<file path="src/rtl/util_tx_burst_ctrl_pkg.sv">
// Shared types and default widths for the DAC-domain TX burst sequencer.
package util_tx_burst_ctrl_pkg;

    typedef enum logic [1:0] {
        IDLE,
        PRE,
        STREAM,
        POST
    } burst_state_t;

    localparam int DEFAULT_DATA_WIDTH  = 64;
    localparam int DEFAULT_GUARD_WIDTH = 16;
    localparam int DEFAULT_COUNT_WIDTH = 32;

endpackage

</file>
<file path="src/rtl/util_tx_burst_sat_counter.sv">
// Saturating status counter; clear has priority over increment.
module util_tx_burst_sat_counter
    import util_tx_burst_ctrl_pkg::*;
#(
    parameter int WIDTH = DEFAULT_COUNT_WIDTH
) (
    input  logic             dac_clk,
    input  logic             reset,
    input  logic             clear,
    input  logic             inc,
    output logic [WIDTH-1:0] count
);

    always_ff @(posedge dac_clk) begin
        if (reset || clear) begin
            count <= '0;
        end else if (inc && (count != '1)) begin
            count <= count + 1'b1;
        end
    end

endmodule

</file>
<file path="src/rtl/util_tx_burst_ctrl.sv">
// TX burst sequencer: guards tx_enable around each burst, enforces length and gap timeout.
// Optional abort input enabled by defining UTIL_TX_BURST_CTRL_ABORT_EN.
module util_tx_burst_ctrl
    import util_tx_burst_ctrl_pkg::*;
#(
    parameter int DATA_WIDTH  = DEFAULT_DATA_WIDTH,
    parameter int GUARD_WIDTH = DEFAULT_GUARD_WIDTH,
    parameter int COUNT_WIDTH = DEFAULT_COUNT_WIDTH
) (
    input  logic                   dac_clk,
    input  logic                   reset,
    input  logic [COUNT_WIDTH-1:0] cfg_burst_len,
    input  logic [GUARD_WIDTH-1:0] cfg_pre_guard,
    input  logic [GUARD_WIDTH-1:0] cfg_post_guard,
    input  logic [GUARD_WIDTH-1:0] cfg_idle_timeout,
    input  logic                   status_clear,
`ifdef UTIL_TX_BURST_CTRL_ABORT_EN
    input  logic                   abort,
`endif
    input  logic                   s_axis_valid,
    output logic                   s_axis_ready,
    input  logic [DATA_WIDTH-1:0]  s_axis_data,
    output logic                   m_axis_valid,
    input  logic                   m_axis_ready,
    output logic [DATA_WIDTH-1:0]  m_axis_data,
    output logic                   tx_enable,
    output logic                   burst_active,
    output logic [COUNT_WIDTH-1:0] burst_count,
    output logic [COUNT_WIDTH-1:0] underflow_count
);

    burst_state_t           state;
    burst_state_t           state_next;

    logic [COUNT_WIDTH-1:0] burst_len_q;
    logic [GUARD_WIDTH-1:0] post_guard_q;
    logic [GUARD_WIDTH-1:0] idle_timeout_q;

    logic [GUARD_WIDTH-1:0] guard;
    logic [GUARD_WIDTH-1:0] gap;
    logic [GUARD_WIDTH-1:0] gap_inc;
    logic [COUNT_WIDTH-1:0] block_cnt;
    logic [COUNT_WIDTH-1:0] last_block;

    logic                   abort_req;
    logic                   xfer;
    logic                   gap_cycle;
    logic                   len_done;
    logic                   gap_done;

`ifdef UTIL_TX_BURST_CTRL_ABORT_EN
    assign abort_req = abort && ((state == PRE) || (state == STREAM));
`else
    assign abort_req = 1'b0;
`endif

    // Transfer and gap qualification; an abort cycle is neither.
    assign xfer       = s_axis_valid && s_axis_ready;
    assign gap_cycle  = (state == STREAM) && m_axis_ready && !s_axis_valid && !abort_req;
    assign gap_inc    = gap + 1'b1;
    assign last_block = burst_len_q - 1'b1;
    assign len_done   = xfer && (burst_len_q != '0) && (block_cnt == last_block);
    assign gap_done   = gap_cycle && (idle_timeout_q != '0) && (gap_inc == idle_timeout_q);

    always_ff @(posedge dac_clk) begin
        if (reset) begin
            state <= IDLE;
        end else begin
            state <= state_next;
        end
    end

    always_comb begin
        state_next = state;
        case (state)
            IDLE: begin
                if (s_axis_valid) begin
                    state_next = (cfg_pre_guard == '0) ? STREAM : PRE;
                end
            end
            PRE: begin
                if (abort_req) begin
                    state_next = POST;
                end else if (guard <= 1) begin
                    state_next = STREAM;
                end
            end
            STREAM: begin
                if (abort_req || len_done || gap_done) begin
                    state_next = POST;
                end
            end
            POST: begin
                if (guard <= 1) begin
                    state_next = IDLE;
                end
            end
            default: state_next = IDLE;
        endcase
    end

    always_comb begin
        burst_active = (state == STREAM);
        m_axis_valid = (state != IDLE);
        s_axis_ready = (state == STREAM) && m_axis_ready && !abort_req;
        m_axis_data  = ((state == STREAM) && s_axis_valid) ? s_axis_data : '0;
    end

    // Config is captured once at burst start so host writes cannot disturb a burst in flight.
    always_ff @(posedge dac_clk) begin
        if (reset) begin
            tx_enable      <= 1'b0;
            guard          <= '0;
            gap            <= '0;
            block_cnt      <= '0;
            burst_len_q    <= '0;
            post_guard_q   <= '0;
            idle_timeout_q <= '0;
        end else begin
            case (state)
                IDLE: begin
                    if (s_axis_valid) begin
                        burst_len_q    <= cfg_burst_len;
                        post_guard_q   <= cfg_post_guard;
                        idle_timeout_q <= cfg_idle_timeout;
                        guard          <= cfg_pre_guard;
                        gap            <= '0;
                        block_cnt      <= '0;
                        tx_enable      <= 1'b1;
                    end
                end
                PRE: begin
                    guard <= (state_next == POST) ? post_guard_q : guard - 1'b1;
                end
                STREAM: begin
                    if (xfer) begin
                        block_cnt <= block_cnt + 1'b1;
                        gap       <= '0;
                    end else if (gap_cycle) begin
                        gap <= gap_inc;
                    end
                    if (state_next == POST) begin
                        guard <= post_guard_q;
                    end
                end
                POST: begin
                    guard <= guard - 1'b1;
                    if (guard <= 1) begin
                        tx_enable <= 1'b0;
                    end
                end
                default: tx_enable <= 1'b0;
            endcase
        end
    end

    util_tx_burst_sat_counter #(
        .WIDTH (COUNT_WIDTH)
    ) u_burst_counter (
        .dac_clk (dac_clk),
        .reset   (reset),
        .clear   (status_clear),
        .inc     (len_done),
        .count   (burst_count)
    );

    util_tx_burst_sat_counter #(
        .WIDTH (COUNT_WIDTH)
    ) u_underflow_counter (
        .dac_clk (dac_clk),
        .reset   (reset),
        .clear   (status_clear),
        .inc     (gap_done),
        .count   (underflow_count)
    );

endmodule

</file>
<file path="config.mk">
export PLATFORM = sky130hd
export DESIGN_NAME = util_tx_burst_ctrl
export DESIGN_NICKNAME = d
export VERILOG_FILES = /design/src/rtl/util_tx_burst_ctrl_pkg.sv /design/src/rtl/util_tx_burst_sat_counter.sv /design/src/rtl/util_tx_burst_ctrl.sv
export SDC_FILE = /design/constraint.sdc
export NUM_CORES = 1
export LEC_CHECK = 0
export ABC_CLOCK_PERIOD_IN_PS = 4000
export CORE_ASPECT_RATIO = 0.7
export CORE_MARGIN = 3
export CORE_UTILIZATION = 45
export CTS_CLUSTER_SIZE = 14
export DETAILED_ROUTE_END_ITERATION = 6
export GPL_TIMING_DRIVEN = 1
export PLACE_DENSITY = 0.74
export SLEW_MARGIN = 5
export SYNTH_ARGS = -nofsm -noshare
export SYNTH_HDL_FRONTEND = slang
export SYNTH_SLANG_ARGS = --single-unit
</file>
<file path="constraint.sdc">
create_clock -name dac_clk -period 4 [get_ports dac_clk]
set_clock_uncertainty 0.15 [all_clocks]
set_input_delay 0.4 -clock dac_clk [delete_from_list [all_inputs] [get_ports dac_clk]]
set_output_delay 0.4 -clock dac_clk [all_outputs]
set_load 0.05 [all_outputs]
</file>
==> summary.md <==
The logs give 0 for the detailed-route DRC error count and 2008 for the post-placement cell count. For this run, the detailed router's first-pass iteration total came to 6. Data arrives at the worst endpoint at 3.95 ns.

The number of maximum-capacitance violations is 0, and the mean routed wirelength per cell is 17.0 um. The half-perimeter wire length of the detailed placement result was 25.9 mm. In this run the worst path has a maximum fanout of 11.

Input and output buffers added on the ports amount to 280. The width of the die was 194 um; the net count after synthesis was 1623. The run gives 34.9% as the fraction of the yosys area taken by sequential cells. Floorplan die height: 138 um. For this configuration, the core starts out at a cell density of 46.5%. For the sum of overflow across all layers after global routing, the log shows 0. In this design, the largest share of critical-path delay is due to simple AND/OR/NAND/NOR gates. The tools report the final max-slew violation count as 0.

TritonCTS built the clock tree. The global-route wire length before repair was 55.2 mm. For this run, asynchronously set or reset flops after synthesis account for 0%. The largest single stage delay on the critical path is 0.61 ns. The run gives 17 as the total clock buffers created by CTS.

After layout, the minimum clock period comes to 3.71 ns. The run gives 1868 as the net total in the final layout. Cell with the largest stage delay on the worst path: sky130_fd_sc_hd__or4_1.

The post-route netlist has 6.79% of its cells at a drive strength greater than 1. The most used flip-flop cell after synthesis is sky130_fd_sc_hd__dfxtp_1. Synthesis inferred 195 register bits. During synthesis, Yosys emitted a total of 0 warnings.

Number of antenna violations at the first check in global routing: 0. The flow ran to the end, and the final reports show no timing, DRC or antenna violations. The clock transition at the register clock pins on the worst setup and hold paths after CTS works out to 0.07 ns.

The period utilization came out at 92.8%. The compound-cell area share of the yosys netlist was 13.7%. Synthesis handed over a netlist of 1466 instances.

After synthesis, the mean cell area works out to 7.63 um^2. Setup violations remaining at the end of the flow were counted as 0. The via total after detailed routing was 11.4k; the worst relative slew slack was 47.4%.

By startpoint and endpoint, the worst setup path is classified as reg2reg. Setup repair after global routing left no endpoint under its margin. The critical path goes through inv_1 > ha_1 > nor3b_4 > nand3_1 > or4_1 > a32oi_1 > a211o_1 > a21oi_1 > and4b_4 > or3_1 > a221oi_1 > o21a_1. The distinct cell type count of the synthesized netlist is 74, and the final-report hold violation count is 0. The adder-cell area share of the yosys netlist is 0.895%, and the number of top-level design ports is 281.

For the final routed database, the setup TNS stands at 0 ns. The number of vias per cell was 5.60. CTS placed an instance of sky130_fd_sc_hd__clkbuf_16 at the clock tree root.

Summing the areas of all xor and xnor instances in the mapped netlist gives 9.63% of the synthesized area. The logs give 4 for the total number of H-tree levels and 0.45 ns for the clock insertion delay at the later pin of the skew report. The number of buffer and inverter stages on the critical path came out at 1. The slew of the pin with the lowest slew margin works out to 0.789 ns. Power spread over the standard cell area amounts to 355 mW/mm^2. The total standard cell area after synthesis is 0.0112 mm^2, and the antenna diode count is 0. The worst setup path is launched from a flop. The logs give 10.4k for the via count of the first global-routing pass and 68 for the maximum number of pins on one net before global-route repair. STA puts the critical path data required time at 4.24 ns.

The core region is 0.0241 mm^2. Across every metal layer, demand over resource in global routing totals 24.8%. The tools report the element type at the critical path end as a flop. Excluding fillers, the count of instances in the completed layout stands at 2042. The proportion of synthesized area in mux cells is 2.53%, and the number of buffers on the longest clock path is 2.

By area, the combinational part of the netlist is dominated by simple AND/OR/NAND/NOR gates. For the static power due to leakage, the log shows 5.38 nW. The final layout contains routed wiring with a total length of 34.6 mm. Of the total synthesized cell area, the portion taken by AND, OR, NAND and NOR gates is 34.2%. The maximum resistive drop on vdd is 317 uV, and the number of clock sinks seen by CTS is 195. The die outline area is 0.0268 mm^2.

The power after layout is 5.30 mW. The tools report the highest clock rate as 0.269 GHz. Number of design-rule violations left by the first detailed-router iteration: 855.

The area growth from synthesis to layout was 33.3%. The path class of the tightest hold or removal check is in2reg. In this run the remaining antenna-violating nets after routing total 0.

The number of placement rows is 47. The placer's final routability congestion estimate is 0.957, and the number of synthesized flops with an enable pin is 0.
-- power breakdown --
| part | switching (mW) | internal [mW] | leakage [nW] |
|---|---|---|---|
| clock | 0.814 | 0.900 | 0.270 |
| combinational | 0.829 | 0.597 | 3.53 |
| sequential | 0.124 | 2.03 | 1.58 |
-- cell type report --
| cell class | instances | area [um^2] |
|---|---|---|
| timing repair buffer | 314 | 3050 |
| sequential | 195 | 3910 |
| multi-input combinational | 1152 | 6860 |
| clock inverter | 13 | 124 |
| tap | 318 | 398 |
| inverter | 31 | 116 |
| fill | 2133 | 9150 |
| clock buffer | 19 | 453 |
-- cell usage after synthesis (12+ instances only) --
master                     count  area [um^2]
sky130_fd_sc_hd__xor2_1       55          482
sky130_fd_sc_hd__inv_1        30          113
sky130_fd_sc_hd__or4_1        13         97.6
sky130_fd_sc_hd__a31oi_1      12         75.1
sky130_fd_sc_hd__and3_1       90          563
sky130_fd_sc_hd__or3_1        37          231
sky130_fd_sc_hd__xnor2_1      68          596
sky130_fd_sc_hd__dfxtp_1     195         3900
sky130_fd_sc_hd__nor3_1       38          190
sky130_fd_sc_hd__nor4_1       42          263
sky130_fd_sc_hd__o21ai_0      48          240
sky130_fd_sc_hd__nor2_1      145          544
sky130_fd_sc_hd__mux2i_1      17          170
sky130_fd_sc_hd__a21oi_1     112          561
sky130_fd_sc_hd__and4_1       12          105
sky130_fd_sc_hd__nand4_1      30          188
sky130_fd_sc_hd__nand2_1     211          792
sky130_fd_sc_hd__clkbuf_1     75          282
sky130_fd_sc_hd__nand3_1      59          295
-- stage by stage --
stage	util, %	worst slack (ns)	cell area [um^2]	hold WS, ns
finish	62.0	0.286	14900	0.267
global route	62.0	0.0181	14900	0.272
CTS	61.8	0.180	14900	0.252
detailed placement	59.4	0.0897	14300	0.293
global placement	59.4	0.189	14300	0.288
floorplan	-	0.350	11200	0.283
-- routing by layer --
layer  vias up  track usage (%)  share of wire, %
li1       5695                -                 -
met4         0             4.98               1.1
met2       347             36.8                44
met5         -                0                 0
met1      5359             37.3                49
met3        28             5.22               6.0
-- layout by cell type (no fill, tap or decap), types with 7 or more instances in the layout --
cell and instances:
sky130_fd_sc_hd__inv_1 30, sky130_fd_sc_hd__a21oi_1 112, sky130_fd_sc_hd__and4_1 12, sky130_fd_sc_hd__nor2_1 143, sky130_fd_sc_hd__nand2b_1 9, sky130_fd_sc_hd__nand2_1 211
sky130_fd_sc_hd__nand3_1 59, sky130_fd_sc_hd__mux2_2 10, sky130_fd_sc_hd__o21ai_0 48, sky130_fd_sc_hd__o211ai_1 7, sky130_fd_sc_hd__nand4_1 30, sky130_fd_sc_hd__nor3_1 37
sky130_fd_sc_hd__dfxtp_1 194, sky130_fd_sc_hd__or4_1 13, sky130_fd_sc_hd__and3_1 90, sky130_fd_sc_hd__or3_1 36, sky130_fd_sc_hd__buf_4 36, sky130_fd_sc_hd__ha_1 8
sky130_fd_sc_hd__clkdlybuf4s50_1 278, sky130_fd_sc_hd__o31ai_1 7, sky130_fd_sc_hd__nor4_1 42, sky130_fd_sc_hd__clkbuf_16 17, sky130_fd_sc_hd__or2_2 7, sky130_fd_sc_hd__mux2i_1 17
sky130_fd_sc_hd__nor3b_1 7, sky130_fd_sc_hd__a31oi_1 12, sky130_fd_sc_hd__xnor2_1 68, sky130_fd_sc_hd__xor2_1 55, sky130_fd_sc_hd__and2_1 9
-- kinds of logic after synthesis --
family / after synthesis
buffers and inverters: 119
flip-flops: 195
AO/OA/AOI/OAI: 251
multiplexers: 27
XOR/XNOR: 123
AND/OR/NAND/NOR: 743
adder cells (fa/ha/maj): 8
-- worst paths after layout --
path	cells after the start	slack (ns)	to	startpoint
setup / recovery	12	0.29	guard[10]$_SDFFE_PP0P_	burst_len_q[1]$_SDFFE_PP0P_
hold / removal	2	0.27	block_cnt[0]$_SDFFE_PP0P_	reset
setup reg to reg	12	0.29	guard[10]$_SDFFE_PP0P_	burst_len_q[1]$_SDFFE_PP0P_
hold reg to reg	2	0.31	post_guard_q[6]$_SDFFE_PP0P_	post_guard_q[6]$_SDFFE_PP0P_
-- registers in the layout, summed over array words and instances, names as in the netlist --
signal / count
block_cnt: 32
burst_len_q: 32
gap: 16
guard: 16
idle_timeout_q: 16
post_guard_q: 16
state: 2
tx_enable: 1
u_burst_counter.count: 32
u_underflow_counter.count: 32
-- repair_timing --
action / CTS / global route
endpoints found under the setup margin: 0 / 38
buffers inserted: 0 / 2
hold buffers: 0 / 0
resized for setup: 0 / 5
No activity file was read; power rests on OpenSTA's default activity.
